## config.mk

```make
export PLATFORM = sky130hd
export DESIGN_NAME = client_sink
export DESIGN_NICKNAME = d
export VERILOG_FILES = /design/src/rtl/client_sink.sv
export SDC_FILE = /design/constraint.sdc
export NUM_CORES = 1
export LEC_CHECK = 0
export BUFFER_PORTS_ARGS = -buffer_cell sky130_fd_sc_hd__buf_2
export CAP_MARGIN = 5
export CORE_MARGIN = 1
export CORE_UTILIZATION = 65
export CTS_CLUSTER_SIZE = 10
export DETAILED_ROUTE_END_ITERATION = 10
export MAX_ROUTING_LAYER = met4
export PLACE_DENSITY = 0.92
export REMOVE_ABC_BUFFERS = 1
export SLEW_MARGIN = 20
export SYNTH_ARGS = -nofsm -noshare
export SYNTH_HDL_FRONTEND = slang
export SYNTH_SLANG_ARGS = --single-unit
export TNS_END_PERCENT = 30
```

## constraint.sdc

```tcl
create_clock -name clk -period 8.46 [get_ports clk]
set_clock_uncertainty 0.1 [all_clocks]
set_input_delay 2.115 -clock clk [delete_from_list [all_inputs] [get_ports clk]]
set_output_delay 2.115 -clock clk [all_outputs]
set_load 0.02 [all_outputs]
```

## src/rtl/client_sink.sv

```systemverilog
// NoC receive endpoint: skid FIFO, throttled drain, packet-id check; 2-cycle min c_i_v->rx_count.
// Backpressure is advisory: c_i_bp rises at DEPTH-SKID occupancy, packets arriving when full are dropped and flagged.
module client_sink #(
  parameter int N          = 2,
  parameter int D_W        = 32,
  parameter int A_W        = $clog2(N) + 1,
  parameter int POSX       = 0,
  parameter int LIMIT      = 16,
  parameter int EXPECTED   = 16,
  parameter int DEPTH      = 8,
  parameter int SKID       = 2,
  parameter int DRAIN_RATE = 100
) (
  input  logic             clk,
  input  logic             rst,
  input  logic             ce,
  input  logic [A_W+D_W:0] c_i,
  input  logic             c_i_v,
  output logic             c_i_bp,
  output logic [31:0]      rx_count,
  output logic             err,
  output logic [2:0]       err_code,
  output logic             done
);

  localparam int AW  = $clog2(DEPTH);
  localparam int CW  = AW + 1;
  localparam int LW  = $clog2(LIMIT);
  localparam int SW  = $clog2(N * LIMIT);
  localparam int E_W = A_W + D_W;

  localparam logic [CW-1:0] FULL_CNT = CW'(DEPTH);
  localparam logic [CW-1:0] BP_THR   = CW'(DEPTH - SKID);

  localparam logic [2:0] C_MISROUTE = 3'd1;
  localparam logic [2:0] C_BAD_SRC  = 3'd2;
  localparam logic [2:0] C_DUP      = 3'd4;
  localparam logic [2:0] C_OVERFLOW = 3'd5;
  localparam logic [2:0] C_EXTRA    = 3'd6;

  typedef enum logic [1:0] {S_RUN, S_DONE, S_ERROR} state_t;
  state_t state, state_d;

  logic [E_W-1:0]   mem [DEPTH];
  logic [AW-1:0]    wr_ptr, rd_ptr;
  logic [CW-1:0]    count, count_nxt;
  logic [15:0]      lfsr, lfsr_mod;
  logic             lfsr_fb, rate_ok, push, pop, full, ovf;

  logic             chk_vld, chk_fire;
  logic [A_W-1:0]   chk_dst;
  logic [D_W-1:0]   chk_dat, chk_src;
  logic [SW-1:0]    sb_idx;
  logic [N*LIMIT-1:0] sb;
  logic             src_ok, dup;
  logic [2:0]       chk_code, evt_code;
  logic             err_evt;

  logic unused_flag;
  assign unused_flag = c_i[E_W];

  // Drain throttle: Fibonacci LFSR, taps 16,14,13,11
  assign lfsr_fb  = lfsr[15] ^ lfsr[13] ^ lfsr[12] ^ lfsr[10];
  assign lfsr_mod = lfsr % 16'd100;
  assign rate_ok  = lfsr_mod < 16'(DRAIN_RATE);

  assign full = (count == FULL_CNT);
  assign pop  = ce && (count != '0) && rate_ok;
  // A pop in the same cycle frees the slot, so a full FIFO can still accept.
  assign push = c_i_v && (!full || pop);
  assign ovf  = c_i_v && full && !pop;

  always_comb begin
    count_nxt = count;
    case ({push, pop})
      2'b10:   count_nxt = count + CW'(1);
      2'b01:   count_nxt = count - CW'(1);
      default: count_nxt = count;
    endcase
  end

  // src*LIMIT+seq equals the raw id because LIMIT is a power of two
  assign chk_fire = chk_vld && ce;
  assign chk_src  = chk_dat >> LW;
  assign sb_idx   = chk_dat[SW-1:0];
  assign src_ok   = chk_src < D_W'(N);
  assign dup      = src_ok && sb[sb_idx];

  always_comb begin
    chk_code = 3'd0;
    if (chk_fire) begin
      if (chk_dst != A_W'(POSX))                  chk_code = C_MISROUTE;
      else if (!src_ok || chk_src == D_W'(POSX))  chk_code = C_BAD_SRC;
      else if (dup)                               chk_code = C_DUP;
      else if (state == S_DONE)                   chk_code = C_EXTRA;
    end
  end

  // The checked packet is older than the overflowing one, so its error wins.
  assign err_evt  = (chk_code != 3'd0) || ovf;
  assign evt_code = (chk_code != 3'd0) ? chk_code : C_OVERFLOW;

  always_comb begin
    state_d = state;
    case (state)
      S_RUN: begin
        if (err_evt)
          state_d = S_ERROR;
        else if (rx_count == 32'(EXPECTED) && count == '0 && !chk_vld)
          state_d = S_DONE;
      end
      S_DONE:  if (err_evt) state_d = S_ERROR;
      default: state_d = S_ERROR;
    endcase
  end

  always_ff @(posedge clk) begin
    if (rst) state <= S_RUN;
    else     state <= state_d;
  end

  assign done = (state == S_DONE);

  always_ff @(posedge clk) begin
    if (push) mem[wr_ptr] <= c_i[E_W-1:0];
  end

  always_ff @(posedge clk) begin
    if (rst) begin
      wr_ptr   <= '0;
      rd_ptr   <= '0;
      count    <= '0;
      c_i_bp   <= 1'b0;
      lfsr     <= 16'hACE1;
      chk_vld  <= 1'b0;
      chk_dst  <= '0;
      chk_dat  <= '0;
      rx_count <= '0;
      err      <= 1'b0;
      err_code <= 3'd0;
      sb       <= '0;
    end else begin
      lfsr   <= {lfsr[14:0], lfsr_fb};
      count  <= count_nxt;
      c_i_bp <= (count_nxt >= BP_THR);
      if (push) wr_ptr <= wr_ptr + AW'(1);
      if (pop)  rd_ptr <= rd_ptr + AW'(1);

      if (pop) begin
        chk_vld            <= 1'b1;
        {chk_dst, chk_dat} <= mem[rd_ptr];
      end else if (ce) begin
        chk_vld <= 1'b0;
      end

      // Erroneous packets are still counted and recorded
      if (chk_fire) begin
        if (rx_count != '1) rx_count <= rx_count + 32'd1;
        if (src_ok) sb[sb_idx] <= 1'b1;
      end

      if (err_evt && !err) begin
        err      <= 1'b1;
        err_code <= evt_code;
      end
    end
  end

endmodule

```

* After elaboration in Yosys (flattened, before gate mapping)
Memories as Yosys holds them, arrays and structs flattened. A register that Yosys moved wholly into a read port is not among the register bits.
Index checks and enable logic that the tools add are counted.
** Word-level totals
- Bits in latches :: 0
- Word-level logic and storage cells :: 83
- Output and inout port bits :: 38
- Memory bits (writable) :: 272
- Memory bits (read-only) :: 0
- Bits of input ports :: 39
- Flip-flop bits (word level) :: 98
- Memories :: 1
** Cells by class
- Add/subtract/negate cells :: 5
- Multiply operators :: 0
- Mux-type cells :: 19
- Shift-type cells :: 0
- Bitwise logic cells :: 4
- Equality and inequality tests :: 8
- Magnitude comparators :: 5
- Reduce and logical (&&, ||, !) cells :: 29
- Divide/modulo/power cells :: 1
** Memory list
- mem :: depth 8, width 34, rd ports 1, clocked after memory_dff 1, wr ports 1, RTL line 44 : logic [E_W-1:0] mem [DEPTH];
** Operators by type and width (count)
- 32-bit by 1-bit adder with 32-bit output, second input constant :: 1
- 32-bit by 5-bit equality test with 1-bit output, second input constant :: 1
- 32-bit logical NOT :: 1
- 32-bit != test, second input constant :: 1
- 32-bit OR :: 1
- 28-bit by 2-bit less-than comparator with 1-bit output, second input constant :: 1
- 3-bit 2-to-1 mux :: 6
- 16-bit by 7-bit less-than comparator with 1-bit output, second input constant :: 1
- 16-bit by 7-bit modulo with 16-bit output, second input constant :: 1
- 1-bit logical AND :: 11
- 4-bit one-hot mux with 2 select lines :: 1
- 3-bit by 1-bit adder with 3-bit output, second input constant :: 2
- 5-bit by 6-bit less-than comparator with 1-bit output, second input constant :: 1
- 1-bit 2-to-1 mux :: 6
- 2-bit 2-to-1 mux :: 3
- 2-bit AND reduction :: 3
- 1-bit binary-select mux with 5-bit select :: 1
- 1-bit demux with 5-bit select :: 1
- 5-bit by 1-bit >= comparator with 1-bit output, second input constant :: 1
- 1-bit logical NOT :: 5
- 4-bit by 1-bit adder with 4-bit output, second input constant :: 1
- 2-bit by 1-bit equality test with 1-bit output, second input constant :: 2
- 4-bit equality test, second input constant :: 1
- 4-bit by 3-bit >= comparator with 1-bit output, second input constant :: 1
- 12 further kinds :: 17

* Logic depth before layout (Yosys ltp)
Gate-level depths: netlist of run 1.
- Word-level depth :: 11
- Gate-level depth with buffers :: 11
- Gate-level depth less buffers :: 10

* Least setup slack after synthesis of run 1
Ideal clock, no wire load.
- Kind :: input to register
- Start point :: input ce
- End point :: memory mem[0][0] (netlist name), enable pin
- Path slack :: 2.797 ns
- Stages on the path :: 5
- Path buffers :: 0
- Arrival time :: 5.096 ns
- Data required time :: 7.892 ns
- Cell sequence :: nand2b_1 or2_2 nand2_1 or2_2 nor3_1
** On the way
- Word-level cells in the longest chain between the ends :: 6
** RTL lines
- start, declared :: RTL line 16 : input logic ce,
- 1-bit logical AND (2 in a row) :: RTL line 68 : assign pop = ce && (count != '0) && rate_ok;
- 1-bit logical OR :: RTL line 70 : assign push = c_i_v && (!full || pop);
- 1-bit logical AND :: RTL line 70
- 1-bit 2-to-1 mux :: RTL line 125 : if (push) mem[wr_ptr] <= c_i[E_W-1:0];
- 1-bit 2-to-1 mux (implied by the code) :: RTL line 125
- end, declared :: RTL line 44
No other way between the ends.

* Worst setup path in the final report of run 1
- Start point :: input ce
- End point :: memory mem[0][1] (netlist name), enable pin
Same word-level chain as after synthesis.

==> metrics.md, run 1 <==
| Metric | Value |
|---|---|
| Yosys reg bits | 388 |
| Antenna violations before repair | 4 |
| Clock transition at the registers of the reported paths | 0.05 ns |
| Via-to-Cell Ratio | 6.406 |
| Leak | 5.624 nW |
| Synthesized area per cell | 15.48 µm² |
| Max_cap viols | 0 |
| Fmax | 231.8 MHz |
| Worst hold slack | 0.3451 ns |
| TritonRoute pass-1 iters | 5 |
| Wire per inst | 23.95 µm |
| Share of flip-flops with an asynchronous set or reset | 0 |
| Net Sw Frac | 0.2811 |
| Vias in the first global route | 9112 |
| Port Buf Inserts | 75 |
| Worst Path Arrival | 4.39 ns |
| Seq pwr share | 0.470 |
| DRC | 0 |
| Post-CTS sizing | 0 |
| First-pass GRT wire length | 51920 µm |
| GP Congestion | 0.8370 |
| Number of synthesized flops with an enable pin | 272 |
| Final setup violation count | 0 |
| Clk sink count | 388 |
| Die area | 24040 µm² |
| First DRT Iteration DRCs | 904 |
| Share of Yosys cell area claimed by the top area cell type | 0.5364 |
| RSZ-0062 raised after global routing | no |
| Main synth FF type | edfxtp_1 |
| Critical Path Slowest Stage Cell | nor3_2 |
| Footprint of the multi-input gates | 4472 µm² |
| CP Capture Type | flip-flop |
| Int Pwr | 3.581 mW |
| Hold Path Class | flip-flop to flip-flop |
| Area Growth Syn to Fin | 12.83% |
| Row cnt | 55 |
| Max transition margin | 0.2502 |
| Largest cells by area after synthesis | edfxtp_1, dfxtp_1, mux4_2 |
| Detailed Place HPWL | 17190 µm |
| Status | complete, no violations |
| Fillers | 1228 |
| Kind of critical path | input port to flip-flop |
| WP depth | 7 |
| CTS Hold Bufs | 0 |
| Final period utilization | 0.5099 |
| Net Sw Power | 1.400 mW |
| Actual slew at the worst max-slew pin | 1.123 ns |
| Die Span X | 155.1 µm |
| CP max FO | 27 |
| Die Y | 155.1 µm |
| CTS root buffer | clkbuf_16 |
| Clock buffer depth | 3 |
| Hold depth | 2 |
| Global route overflow | 0 |
| Power Density | 289.9 nW/µm² |
| Pin count of the biggest net entering global routing | 73 |
| Setup Buffers After CTS | 0 |
| CP peak stage delay | 0.70 ns |
| Post-Syn Instances | 984 |
| WL final | 33700 µm |
| Final Max Slew Viols | 0 |
| Layout cell share with drive strength beyond 1 | 0.2138 |
| Logic pwr share | 0.190 |
| CP Launch Type | input port |
| Clock share of power | 0.341 |
| Sequential fraction of the synthesis area | 0.6889 |
| Clk Latency, worst-skew pair | 0.55 ns |
| Final-report hold violation count | 0 |
| Worst Path Buf+Inv | 2 |
| IO Count | 77 |
| Mapped Area | 15230 µm² |
| Worst path top cell family by delay | simple AND/OR/NAND/NOR gates |
| Required time worst endpoint | 8.53 ns |
| TritonCTS clock tree | built |
| Cells along the critical path | buf_2 > nand2b_1 > or2_2 > nand2_1 > or2_2 > nor3_2 > buf_4 |
| Initial Utilization | 0.6686 |
| ANT nets after route | 0 |
| Via Count | 9013 |
| Ys Warns | 0 |
| Worst VDD drop | 226.0 µV |
| Crit path top cell by count | or2_2 |
| FF/Latch Area | 10500 µm² |
| Core area | 22780 µm² |
| TNS Setup | 0 ns |
| Nets | 1105 |
| Number of buffers created by CTS | 44 |
| Post-synth top area cell | edfxtp_1 |
| Synth unique cells | 52 |
| Depth of the most critical reg-to-reg path | 6 |
| Htree depth | 2 |
| Tot GR Track Use | 0.2990 |
| Post-layout min period | 4.314 ns |
[stage by stage]
stage	area (µm²)	setup slack, ns	utilization	instances	total power, mW
after floorplan	14980	2.797	-	925	3.035
after global placement	15910	3.751	0.6984	1326	3.209
after detailed placement	15910	3.623	0.6984	1326	3.281
after CTS	17170	4.179	0.7536	1403	4.998
after global routing	17180	4.042	0.7544	1407	5.161
final	17180	4.147	0.7544	1407	4.981
[Yosys cell counts (8+ instances only)]
library cell / count
dfxtp_1: 116
a21oi_1: 47
nor4_1: 14
nand2_1: 29
nor3_1: 18
xnor2_1: 18
nand3_1: 16
edfxtp_1: 272
clkbuf_1: 38
mux4_2: 68
nor2_1: 106
nand4_1: 14
mux2i_1: 52
a211oi_1: 35
buf_2: 14
xor2_1: 13
or3_1: 8
inv_1: 21
[registers in the layout, summed over array words and instances (netlist names), 2 cells and up]
register,flops
chk_dat,32
state,2
rd_ptr,3
err_code,3
rx_count,32
count,4
sb,32
chk_dst,2
mem,272
wr_ptr,3
[worst min-delay path, stage by stage (launching register included)]
cell and delay [ns]:
dfxtp_1 0.30, inv_1 0.05, a21oi_1 0.05
[layout make-up]
type	count	area share
clock inverter	3	0.002621
tap	313	0.02279
sequential	388	0.6109
antenna	4	0.0005825
clock buffer	74	0.07063
multi-input combinational	516	0.2602
inverter	21	0.004587
timing repair buffer	88	0.02767
[cells by family after synthesis]
family / count (synthesis) / share of synthesized area
muxes: 121 / 0.1355
DFF: 388 / 0.6889
xor gates and xnor gates: 31 / 0.01783
adders and majority gates: 7 / 0.006244
buffers and inverters: 80 / 0.02161
AOI/OAI and AO/OA: 110 / 0.04716
and+or+nand+nor: 247 / 0.08282
[per-layer routing]
layer / share of wire / global-route usage / vias to the layer above / routed length (µm)
li1: - / - / 3943 / -
met3: 0.073 / 0.04847 / 64 / 2445
met2: 0.52 / 0.5090 / 445 / 17610
met1: 0.38 / 0.3666 / 4561 / 12880
met5: 0 / - / - / 0
met4: 0.022 / 0.1028 / 0 / 755
[cell usage in the layout, fill, tap and decap left out, types with 7 or more instances in the layout]
master	n
a211oi_1	35
a21oi_1	47
and3_1	7
buf_2	74
buf_4	14
clkbuf_1	30
clkbuf_16	44
dfxtp_1	113
edfxtp_1	272
inv_1	21
mux2i_1	52
mux4_2	68
nand2_1	29
nand3_1	16
nand4_1	14
nor2_1	100
nor3_1	16
nor4_1	14
or3_1	8
xnor2_1	18
xor2_1	13
[power by group through the flow]
stage	Combinational (mW)	Sequential (mW)	Clock, mW
after floorplan	0.649	2.39	0
after global placement	0.859	2.35	0
after detailed placement	0.912	2.37	0
after CTS	0.948	2.34	1.71
after global routing	1.02	2.36	1.79
final	0.945	2.34	1.70
[worst paths after layout]
kind                  from   endpoint  slack (ns)
setup reg to reg  count[0]  mem[0][1]        5.33
hold reg to reg     sb[21]     sb[21]        0.35
setup / recovery        ce  mem[0][1]        4.15
hold / removal      sb[21]     sb[21]        0.35
(Power assumes the default switching activity.)
==> run 2: changes to the inputs <==
CORE_UTILIZATION = 61   (was 65)
PLACE_DENSITY = 0.87   (was 0.92)
clock period = 4 ns   (was 8.46 ns; I/O delays follow)
==> metrics.md, run 2 (same netlist as run 1, synthesis figures left out) <==
| Metric | Value |
|---|---|
| TritonRoute pass-1 iters | 6 |
| DRC | 0 |
| Most flop-heavy register | mem |
| R2R Path End | sb[4] |
| Die Span X | 160 µm |
| CP max FO | 8 |
| Clk sink count | 388 |
| Area Growth Syn to Fin | 13.23% |
| Detailed Place HPWL | 16710 µm |
| Hold_sp | sb[1] |
| RR Startpoint | chk_dat[31] |
| Max transition margin | 0.2534 |
| Placed Cells | 1337 |
| Clock share of power | 0.342 |
| WHS Endpoint | sb[1] |
| Hold Path Class | flip-flop to flip-flop |
| Critical Path Slowest Stage Cell | nor3b_2 |
| Clk Latency, worst-skew pair | 0.56 ns |
| Actual slew at the worst max-slew pin | 1.118 ns |
| GP Congestion | 0.8484 |
| CP peak stage delay | 0.59 ns |
| Clock buffer depth | 3 |
| Logic pwr share | 0.188 |
| Hold depth | 2 |
| Htree depth | 2 |
| Post-layout min period | 2.632 ns |
| TritonCTS clock tree | built |
| Worst path top cell family by delay | simple AND/OR/NAND/NOR gates |
| Most frequent cells in the layout | edfxtp_1, dfxtp_1, nor2_1, buf_2, mux4_2 |
| Placed inst area | 15960 µm² |
| Worst Path Buf+Inv | 0 |
| Depth of the most critical reg-to-reg path | 6 |
| Cells along the critical path | nor4_1 > nand4_1 > nor3_1 > nor3b_2 > a21oi_1 > nor2_1 |
| Die area | 25600 µm² |
| WL final | 30910 µm |
| Final period utilization | 0.6580 |
| Power Density | 607.6 nW/µm² |
| Final setup violation count | 0 |
| First-pass GRT wire length | 48530 µm |
| CTS Hold Bufs | 0 |
| Setup Buffers After CTS | 0 |
| Fin cells | 1418 |
| Worst Path Arrival | 3.00 ns |
| Antenna violations before repair | 2 |
| Net Sw Power | 2.887 mW |
| Number of buffers created by CTS | 44 |
| Core area | 24390 µm² |
| Final Max Slew Viols | 0 |
| Setup WS pre-CTS | 0.9588 ns |
| Kind of critical path | flip-flop to flip-flop |
| Initial Utilization | 0.6243 |
| Status | complete, no violations |
| CP Capture Type | flip-flop |
| Fmax | 380.0 MHz |
| Int Pwr | 7.591 mW |
| Via-to-Cell Ratio | 6.132 |
| Post-CTS sizing | 0 |
| CTS root buffer | clkbuf_16 |
| Final Cell Area | 17240 µm² |
| Global route overflow | 0 |
| Worst hold slack | 0.3444 ns |
| Nets | 1105 |
| Net Sw Frac | 0.2755 |
| Final-report hold violation count | 0 |
| Tot Pwr | 10.48 mW |
| RSZ-0062 raised after global routing | no |
| Die Y | 160 µm |
| R2R setup slack | 1.37 ns |
| Wire per inst | 21.80 µm |
| Fillers | 1533 |
| Worst VDD drop | 425.6 µV |
| Final worst slack | 1.368 ns |
| IO Count | 77 |
| ANT nets after route | 0 |
| Port Buf Inserts | 75 |
| Final Util | 0.7069 |
| Layout cell share with drive strength beyond 1 | 0.2128 |
| Commonest non-fill, non-tap cell in the layout | edfxtp_1 |
| Pin count of the biggest net entering global routing | 72 |
| Crit path from | chk_dat[31] |
| Number of flip-flops under the largest register name | 272 |
| Seq pwr share | 0.470 |
| Tot GR Track Use | 0.2561 |
| Via Count | 8695 |
| Row cnt | 57 |
| Vias in the first global route | 8868 |
| Max_cap viols | 0 |
| Required time worst endpoint | 4.37 ns |
| Clock transition at the registers of the reported paths | 0.05 ns |
| First DRT Iteration DRCs | 747 |
| CP Launch Type | flip-flop |
| TNS Setup | 0 ns |
| Leak | 5.636 nW |
-- run 2: tightest hold or removal path, cell delays in order, from the launching register on --
cell and delay [ns]:
dfxtp_1 0.30, inv_1 0.04, a21oi_1 0.05
-- run 2: worst max-delay path by stage --
stage / endpoint / slack [ns] / cells after the start
3_5_place_dp: mem[0][6] / 0.96 / 7
2_1_floorplan: mem[0][0] / -0.55 / 5
5_1_grt: rx_count[25] / 1.12 / 6
3_3_place_gp: mem[0][6] / 0.99 / 7
4_1_cts: c_i_bp / 1.37 / 10
6_report: sb[4] / 1.37 / 6
-- run 2: area by class of cell --
| cell class | count | area, µm² | area share |
|---|---|---|---|
| Clock buffer | 75 | 1217 | 0.07060 |
| Tap cell | 324 | 405.4 | 0.02351 |
| Inverter | 21 | 78.83 | 0.004572 |
| Multi-Input combinational cell | 516 | 4472 | 0.2593 |
| Sequential cell | 388 | 10500 | 0.6087 |
| Antenna cell | 4 | 10.01 | 0.0005805 |
| Clock inverter | 2 | 50.05 | 0.002903 |
| Timing Repair Buffer | 88 | 513.0 | 0.02975 |
-- run 2: per-layer routing --
metal	track usage	wire length, µm	vias to the layer above
met5	-	0	-
met4	0.08831	650	0
met3	0.04208	1806	65
met2	0.4287	16200	314
met1	0.3186	12250	4367
li1	-	-	3949
-- run 2: power groups by stage --
stage | Sequential (mW) | Clock [mW] | Combinational (mW)
2_1_floorplan | 5.05 | 0 | 1.37
3_3_place_gp | 4.96 | 0 | 1.86
3_5_place_dp | 4.99 | 0 | 1.93
4_1_cts | 4.92 | 3.63 | 1.99
5_1_grt | 4.96 | 3.78 | 2.15
6_report | 4.92 | 3.58 | 1.97
